[config.mk]
export PLATFORM = sky130hd
export DESIGN_NAME = k16_panel_serial
export DESIGN_NICKNAME = d
export VERILOG_FILES = /design/src/rtl/k16_panel_pkg.sv /design/src/rtl/k16_tick_div.sv /design/src/rtl/k16_panel_serial.sv
export SDC_FILE = /design/constraint.sdc
export NUM_CORES = 1
export LEC_CHECK = 0
export CAP_MARGIN = 20
export CELL_PAD_IN_SITES_DETAIL_PLACEMENT = 0
export CELL_PAD_IN_SITES_GLOBAL_PLACEMENT = 1
export CORE_MARGIN = 2
export CORE_UTILIZATION = 35
export CTS_CLUSTER_DIAMETER = 30
export CTS_CLUSTER_SIZE = 8
export DETAILED_ROUTE_END_ITERATION = 6
export PLACE_DENSITY_LB_ADDON = 0.1
export SKIP_LAST_GASP = 1
export SYNTH_ARGS = -nofsm -noshare
export SYNTH_HDL_FRONTEND = slang
export SYNTH_SLANG_ARGS = --single-unit
[constraint.sdc]
create_clock -name clk -period 5.73 [get_ports clk]
set_input_delay 0.8595 -clock clk [delete_from_list [all_inputs] [get_ports clk]]
set_output_delay 0.8595 -clock clk [all_outputs]
set_load 0.05 [all_outputs]
[src/rtl/k16_panel_pkg.sv]
// rtl/k16_panel_pkg.sv - shared types and constants for the front-panel serial bridge
package k16_panel_pkg;

  typedef enum logic [2:0] {
    ST_IDLE  = 3'd0,
    ST_LOAD  = 3'd1,
    ST_SHIFT = 3'd2,
    ST_LATCH = 3'd3,
    ST_DONE  = 3'd4
  } state_t;

  localparam int unsigned FRAME_BITS = 8;
  localparam int unsigned SW_BITS    = 4;

  // Pin levels whenever no transfer phase is driving them
  localparam logic IDLE_SR_CLK    = 1'b0;
  localparam logic IDLE_SR_DATA   = 1'b0;
  localparam logic IDLE_SR_LATCH  = 1'b0;
  localparam logic IDLE_SR_LOAD_N = 1'b1;

  localparam logic [SW_BITS-1:0] SW_RESET = 4'hF;

endpackage

[src/rtl/k16_tick_div.sv]
// rtl/k16_tick_div.sv - 8-bit half-period counter with terminal-count pulse
module k16_tick_div #(
  parameter int unsigned DIV = 4
) (
  input  logic clk,
  input  logic reset,
  input  logic en,
  input  logic clr,
  output logic tc
);

  logic [7:0] cnt_q, cnt_d;

  assign tc = en && (cnt_q == 8'(DIV - 1));

  always_comb begin
    cnt_d = cnt_q + 8'd1;
    if (!en || clr || tc) cnt_d = 8'd0;
  end

  always_ff @(posedge clk) begin
    if (reset) cnt_q <= 8'd0;
    else       cnt_q <= cnt_d;
  end

endmodule

[src/rtl/k16_panel_serial.sv]
// rtl/k16_panel_serial.sv - front-panel bridge to a 74HC595/74HC165 shift-register chain
module k16_panel_serial
  import k16_panel_pkg::*;
#(
  parameter int unsigned CLK_DIV    = 4,
  parameter int unsigned FRAME_BITS = 8
) (
  input  logic                 clk,
  input  logic                 reset,
  input  logic                 io_clk,
  input  logic [2:0]           io_addr,
  input  logic [3:0]           io_leds,
  output logic [SW_BITS-1:0]   io_switches,
  output logic                 sr_clk,
  output logic                 sr_data,
  output logic                 sr_latch,
  output logic                 sr_load_n,
  input  logic                 sr_din,
  output logic                 busy
);

  state_t                  state_q, state_d;
  logic                    io_clk_q;
  logic [FRAME_BITS-1:0]   frame_q, frame_d;
  logic [2:0]              bit_q, bit_d;
  logic                    phase_q, phase_d;
  logic [SW_BITS-1:0]      cap_q, cap_d;
  logic [SW_BITS-1:0]      sw_q, sw_d;
  logic                    tc;
  logic                    start;

  assign start       = io_clk && !io_clk_q;
  assign busy        = (state_q != ST_IDLE);
  assign io_switches = sw_q;

  k16_tick_div #(.DIV(CLK_DIV)) u_tick (
    .clk   (clk),
    .reset (reset),
    .en    (busy),
    .clr   (state_d != state_q),
    .tc    (tc)
  );

  always_comb begin
    state_d   = state_q;
    frame_d   = frame_q;
    bit_d     = bit_q;
    phase_d   = phase_q;
    cap_d     = cap_q;
    sw_d      = sw_q;
    sr_clk    = IDLE_SR_CLK;
    sr_data   = IDLE_SR_DATA;
    sr_latch  = IDLE_SR_LATCH;
    sr_load_n = IDLE_SR_LOAD_N;
    case (state_q)
      ST_IDLE: begin
        if (start) begin
          frame_d = {io_leds, 1'b0, io_addr};
          state_d = ST_LOAD;
        end
      end
      ST_LOAD: begin
        sr_load_n = 1'b0;
        if (tc) begin
          state_d = ST_SHIFT;
          bit_d   = 3'd0;
          phase_d = 1'b0;
        end
      end
      ST_SHIFT: begin
        // frame is shifted left after each bit so the MSB is always on the pin
        sr_data = frame_q[FRAME_BITS-1];
        sr_clk  = phase_q;
        if (tc) begin
          if (!phase_q) begin
            phase_d = 1'b1;
            if (bit_q < 3'(SW_BITS)) cap_d = {cap_q[SW_BITS-2:0], sr_din};
          end else begin
            phase_d = 1'b0;
            frame_d = frame_q << 1;
            bit_d   = bit_q + 3'd1;
            if (bit_q == 3'(FRAME_BITS - 1)) state_d = ST_LATCH;
          end
        end
      end
      ST_LATCH: begin
        sr_latch = 1'b1;
        if (tc) state_d = ST_DONE;
      end
      ST_DONE: begin
        sw_d    = cap_q;
        state_d = ST_IDLE;
      end
      default: state_d = ST_IDLE;
    endcase
  end

  always_ff @(posedge clk) begin
    if (reset) begin
      state_q  <= ST_IDLE;
      io_clk_q <= 1'b1;
      frame_q  <= '0;
      bit_q    <= 3'd0;
      phase_q  <= 1'b0;
      cap_q    <= '0;
      sw_q     <= SW_RESET;
    end else begin
      state_q  <= state_d;
      io_clk_q <= io_clk;
      frame_q  <= frame_d;
      bit_q    <= bit_d;
      phase_q  <= phase_d;
      cap_q    <= cap_d;
      sw_q     <= sw_d;
    end
  end

endmodule

After elaboration in Yosys (flattened, before gate mapping)
Cells that the tools add are included.
Widths: inputs -> output; s select.
{"block": "totals", "output_inout_bits": 9, "word_cells": 61, "regBits": 32, "in_bits": 11}
{"block": "classes", "add_sub_neg": 2, "magnitude_cmp": 1, "n_eq_ne": 11, "bitwise_logic": 1, "reduce_logical": 15, "mux": 23}
{"op": "$mux 3", "n": 9}
{"op": "$mux 8", "n": 3}
{"op": "$pmux 8 s2", "n": 1}
{"op": "$pmux 3 s4", "n": 1}
{"op": "$reduce_and 4->1", "n": 3}
{"op": "$add 8x1->8 const B", "n": 1}
{"op": "$eq 8x2->1 const B", "n": 1}
{"op": "$mux 1", "n": 7}
{"op": "$eq 3x2->1 const B", "n": 2}
{"op": "$eq 3x3->1 const B", "n": 2}
{"op": "$pmux 3 s2", "n": 1}
{"op": "$ne 2x1->1 const B", "n": 2}
{"op": "$ne 2x2->1 const B", "n": 2}
{"op": "$reduce_bool 2->1", "n": 2}
{"op": "$add 3x1->3 const B", "n": 1}
{"op": "$eq 3x1->1 const B", "n": 1}
{"op": "$logic_not 3->1", "n": 1}
{"op": "$lt 3x3->1 const B", "n": 1}
{"op": "$ne 3x3->1", "n": 1}
{"op": "$reduce_and 3->1", "n": 1}
{"op": "$reduce_bool 3->1", "n": 1}
{"op": "$logic_and 1x1->1", "n": 2}
{"op": "$logic_not 1->1", "n": 2}
{"op": "$logic_or 1x1->1", "n": 2}
{"op": "3 further kinds", "n": 3}

Longest topological paths before layout
{"block": "logic_depth", "depth_word": 9, "depth_mapped": 6, "mapped_depth_nobuf": 5}

By module
A second synthesis with hierarchy kept.
{"block": "hier_totals", "cells_unflattened": 159, "area_unflattened_um2": 1567.8}
{"module": "k16_panel_serial", "n_inst": 1, "seq_area_each_um2": 480.5, "cells_per_inst": 120, "area_each_um2": 1206.2}
{"module": "k16_tick_div", "n_inst": 1, "seq_area_each_um2": 160.2, "cells_per_inst": 39, "area_each_um2": 361.6}

Worst setup path after synthesis
OpenSTA, ideal clock, no wires.
{"block": "synth_path", "kind": "reg-to-output", "from": "reg state_q[1]", "to": "out sr_data", "stages_incl_launch_ff": 5, "path_buffers": 2, "path_slack_ns": 3.571, "required_time_ns": 4.871, "t_arrival_ns": 1.299, "path_cell_list": "dfxtp_1 -> buf_6 -> nor3b_1 -> buf_2 -> and2_1"}
{"block": "synth_between", "elab_chain_cells": 2}
{"item": "start, declared", "line": "k16_panel_serial.sv:22", "rtl": "state_t state_q, state_d;"}
{"item": "start signal, assigned", "line": "k16_panel_serial.sv:108", "rtl": "state_q <= state_d;"}
{"item": "$eq 3x2->1", "line": "k16_panel_serial.sv:55", "rtl": "case (state_q)"}
{"item": "$mux 1", "line": "k16_panel_serial.sv:55"}
{"item": "end, declared", "line": "k16_panel_serial.sv:15", "rtl": "output logic sr_data,"}
No other way between the ends.

Worst setup path in the final report
{"block": "layout_path", "from": "reg state_q[2]", "to": "out sr_clk"}
{"block": "layout_between", "elab_chain_cells": 2}
{"item": "$eq 3x2->1", "line": "k16_panel_serial.sv:55"}
{"item": "$mux 1", "line": "k16_panel_serial.sv:55"}
{"item": "end, declared", "line": "k16_panel_serial.sv:14", "rtl": "output logic sr_clk,"}
No other way between the ends.

==> run summary <==
die footprint - 4894 um^2
fill cell count - 424
ys async rst share - 0%
Layout area overhead - 20.54%
total power - 438.1 uW
Fin. Hold Viols - 0
Seq/Total Area, Yosys - 42.07%
crit-path max FO - 14
commonest cells after routing, fill and taps aside - dfxtp_1, clkdlybuf4s50_1, nor2_1
Buffers on Ports - 19
first-pass GRT wire length - 5299 um
Chip Height - 69.96 um
final worst path period need - 2.900 ns
unique cell type count in the Yosys netlist - 41
share of layout cells above drive strength 1 - 13.87%
Max VDD drop - 135.6 uV
Core Region - 4086 um^2
CTS Buf Count - 5
Clock H-tree levels - 2
worst-margin pin slew - 0.5775 ns
Yosys reg bits - 32
kind of critical path - register to primary output
HP Class - register to register
R2R depth - 5
CTS tree - done
placed wire-length estimate - 2242 um
DRC viols - 0
status - completed
top-area cell type share of the netlist area - 42.07%
RSZ-0062 raised after global routing - false
fin crit share - 50.62%
TritonRoute pass-1 iters - 4
Setup crit end kind - primary output
Final #Nets - 186
Post-Syn Area - 1523 um^2
WL/cell - 13.94 um
cts hold-fix bufs - 0
largest net degree at the start of global routing - 25
Slew Viols, Final - 0
Rel. slew slack - 61.15%
GRT Residual Overflow - 0
Clk pin slew, worst setup/hold paths - 0.06 ns
Post-Place Cells - 215
Synth warnings - 0
Clock Sinks - 32
DR vias - 1141
Starting Density - 37.26%
clock buffer depth - 2
synthesized instance count - 151
clk_lat worst skew - 0.28 ns
Initial DRC Count - 51
Setup violations, final - 0
CP required - 4.87 ns
Top Ports - 20
via/cell ratio - 5.117
CTS-repair resized insts - 0
row count - 23
setup TNS - 0 ns
Crit path arrival time - 2.04 ns
routability congestion estimate - 0.7900
root buf cell - clkbuf_8
synth top area cells - dfxtp_1, mux2i_1, a211oi_2
ys flop type - dfxtp_1
total global-route track usage - 13.70%
die width - 69.96 um
Final Non-Filler Cells - 223
Max Cap Viol - 0
leakage - 0.6751 nW
Mean Syn Cell Area - 10.08 um^2
pwr dens - 238.7 nW/um^2
post-CTS setup buffers - 0
Antenna Nets Post-Route - 0
most common cell after layout, fill and taps aside - dfxtp_1
Max Fclk - 344.8 MHz
leading area contributor after synthesis - dfxtp_1
hold path depth - 1
Post-synth EDFFs - 0
Syn Nets - 165
CP Launch Type - register
n_diodes - 0
initial antenna violation count - 0
DRT Wirelength - 3109 um
Final Skew - 0.002406 ns
vias in the first global route - 1178
[area by class of cell]
type | instances | area [um^2] | area share, %
clock buffer | 8 | 90.09 | 4.908
sequential | 32 | 640.6 | 34.90
timing repair buffer | 21 | 205.2 | 11.18
tap | 50 | 62.56 | 3.408
multi-input combinational | 110 | 829.5 | 45.19
inverter | 2 | 7.507 | 0.4090
[final timing paths]
check / slack (ns) / from / to
max reg2reg: 3.77 / u_tick.cnt_q[0] / frame_q[1]
min reg2reg: 0.46 / io_switches[1] / io_switches[1]
min: 0.46 / io_switches[1] / io_switches[1]
max: 2.83 / state_q[2] / sr_clk
[state kept, by name, summed over array words and instances, names as in the netlist]
| name | flops |
|---|---|
| state_q | 3 |
| phase_q | 1 |
| io_switches | 4 |
| u_tick.cnt_q | 8 |
| bit_q | 3 |
| cap_q | 4 |
| io_clk_q | 1 |
| frame_q | 8 |
[per-layer routing]
metal  vias to the layer above  routed length [um]  track usage, %
met5                         -                   0               0
met4                         0                  57           5.769
met3                         4                 122           4.762
met2                        19                1490           23.39
met1                       533                1440           15.46
li1                        585                   -               -
[Yosys cell counts (3+ instances only)]
cell type and instances:
dfxtp_1 32, nor2_1 16, mux2i_1 11, nand3_1 9, and3_1 8, nor3_1 8, a211oi_2 7, xor2_1 5
a211o_1 4, a21oi_1 4, buf_2 3, ha_1 3, nand2_1 3, nand3b_1 3, nor3b_1 3
[logic make-up (layout without fill, tap and decap cells)]
group / after synthesis / count (layout) / synth area share, %
fa+ha+maj: 3 / 3 / 2.465
xor+xnor: 7 / 7 / 4.026
buf+inv: 9 / 31 / 3.450
flops: 32 / 32 / 42.07
mux: 11 / 11 / 7.231
simple gates: 69 / 69 / 27.53
compound gates: 20 / 20 / 13.23
[stage by stage]
step           worst slack [ns]  hold slack (ns)  utilization [%]  cell area, um^2
2_1_floorplan             3.571           0.4377                -             1523
3_3_place_gp              3.118           0.4484            42.71             1745
3_5_place_dp              3.123           0.4491            42.71             1745
4_1_cts                   2.813           0.4639            44.92             1836
5_1_grt                   2.688           0.4921            44.92             1836
6_report                  2.830           0.4591            44.92             1836
[critical path: stages (launching register included)]
cell and delay [ns]:
dfxtp_1 0.45, nand4bb_1 0.39, inv_1 0.11, clkdlybuf4s50_1 0.81
[power breakdown]
group / internal (mW) / switching (mW)
clock network: 0.0979 / 0.0789
registers: 0.227 / 0.00373
logic: 0.0152 / 0.0158
total: 0.340 / 0.0985
Power figures use the tool's default switching activity.
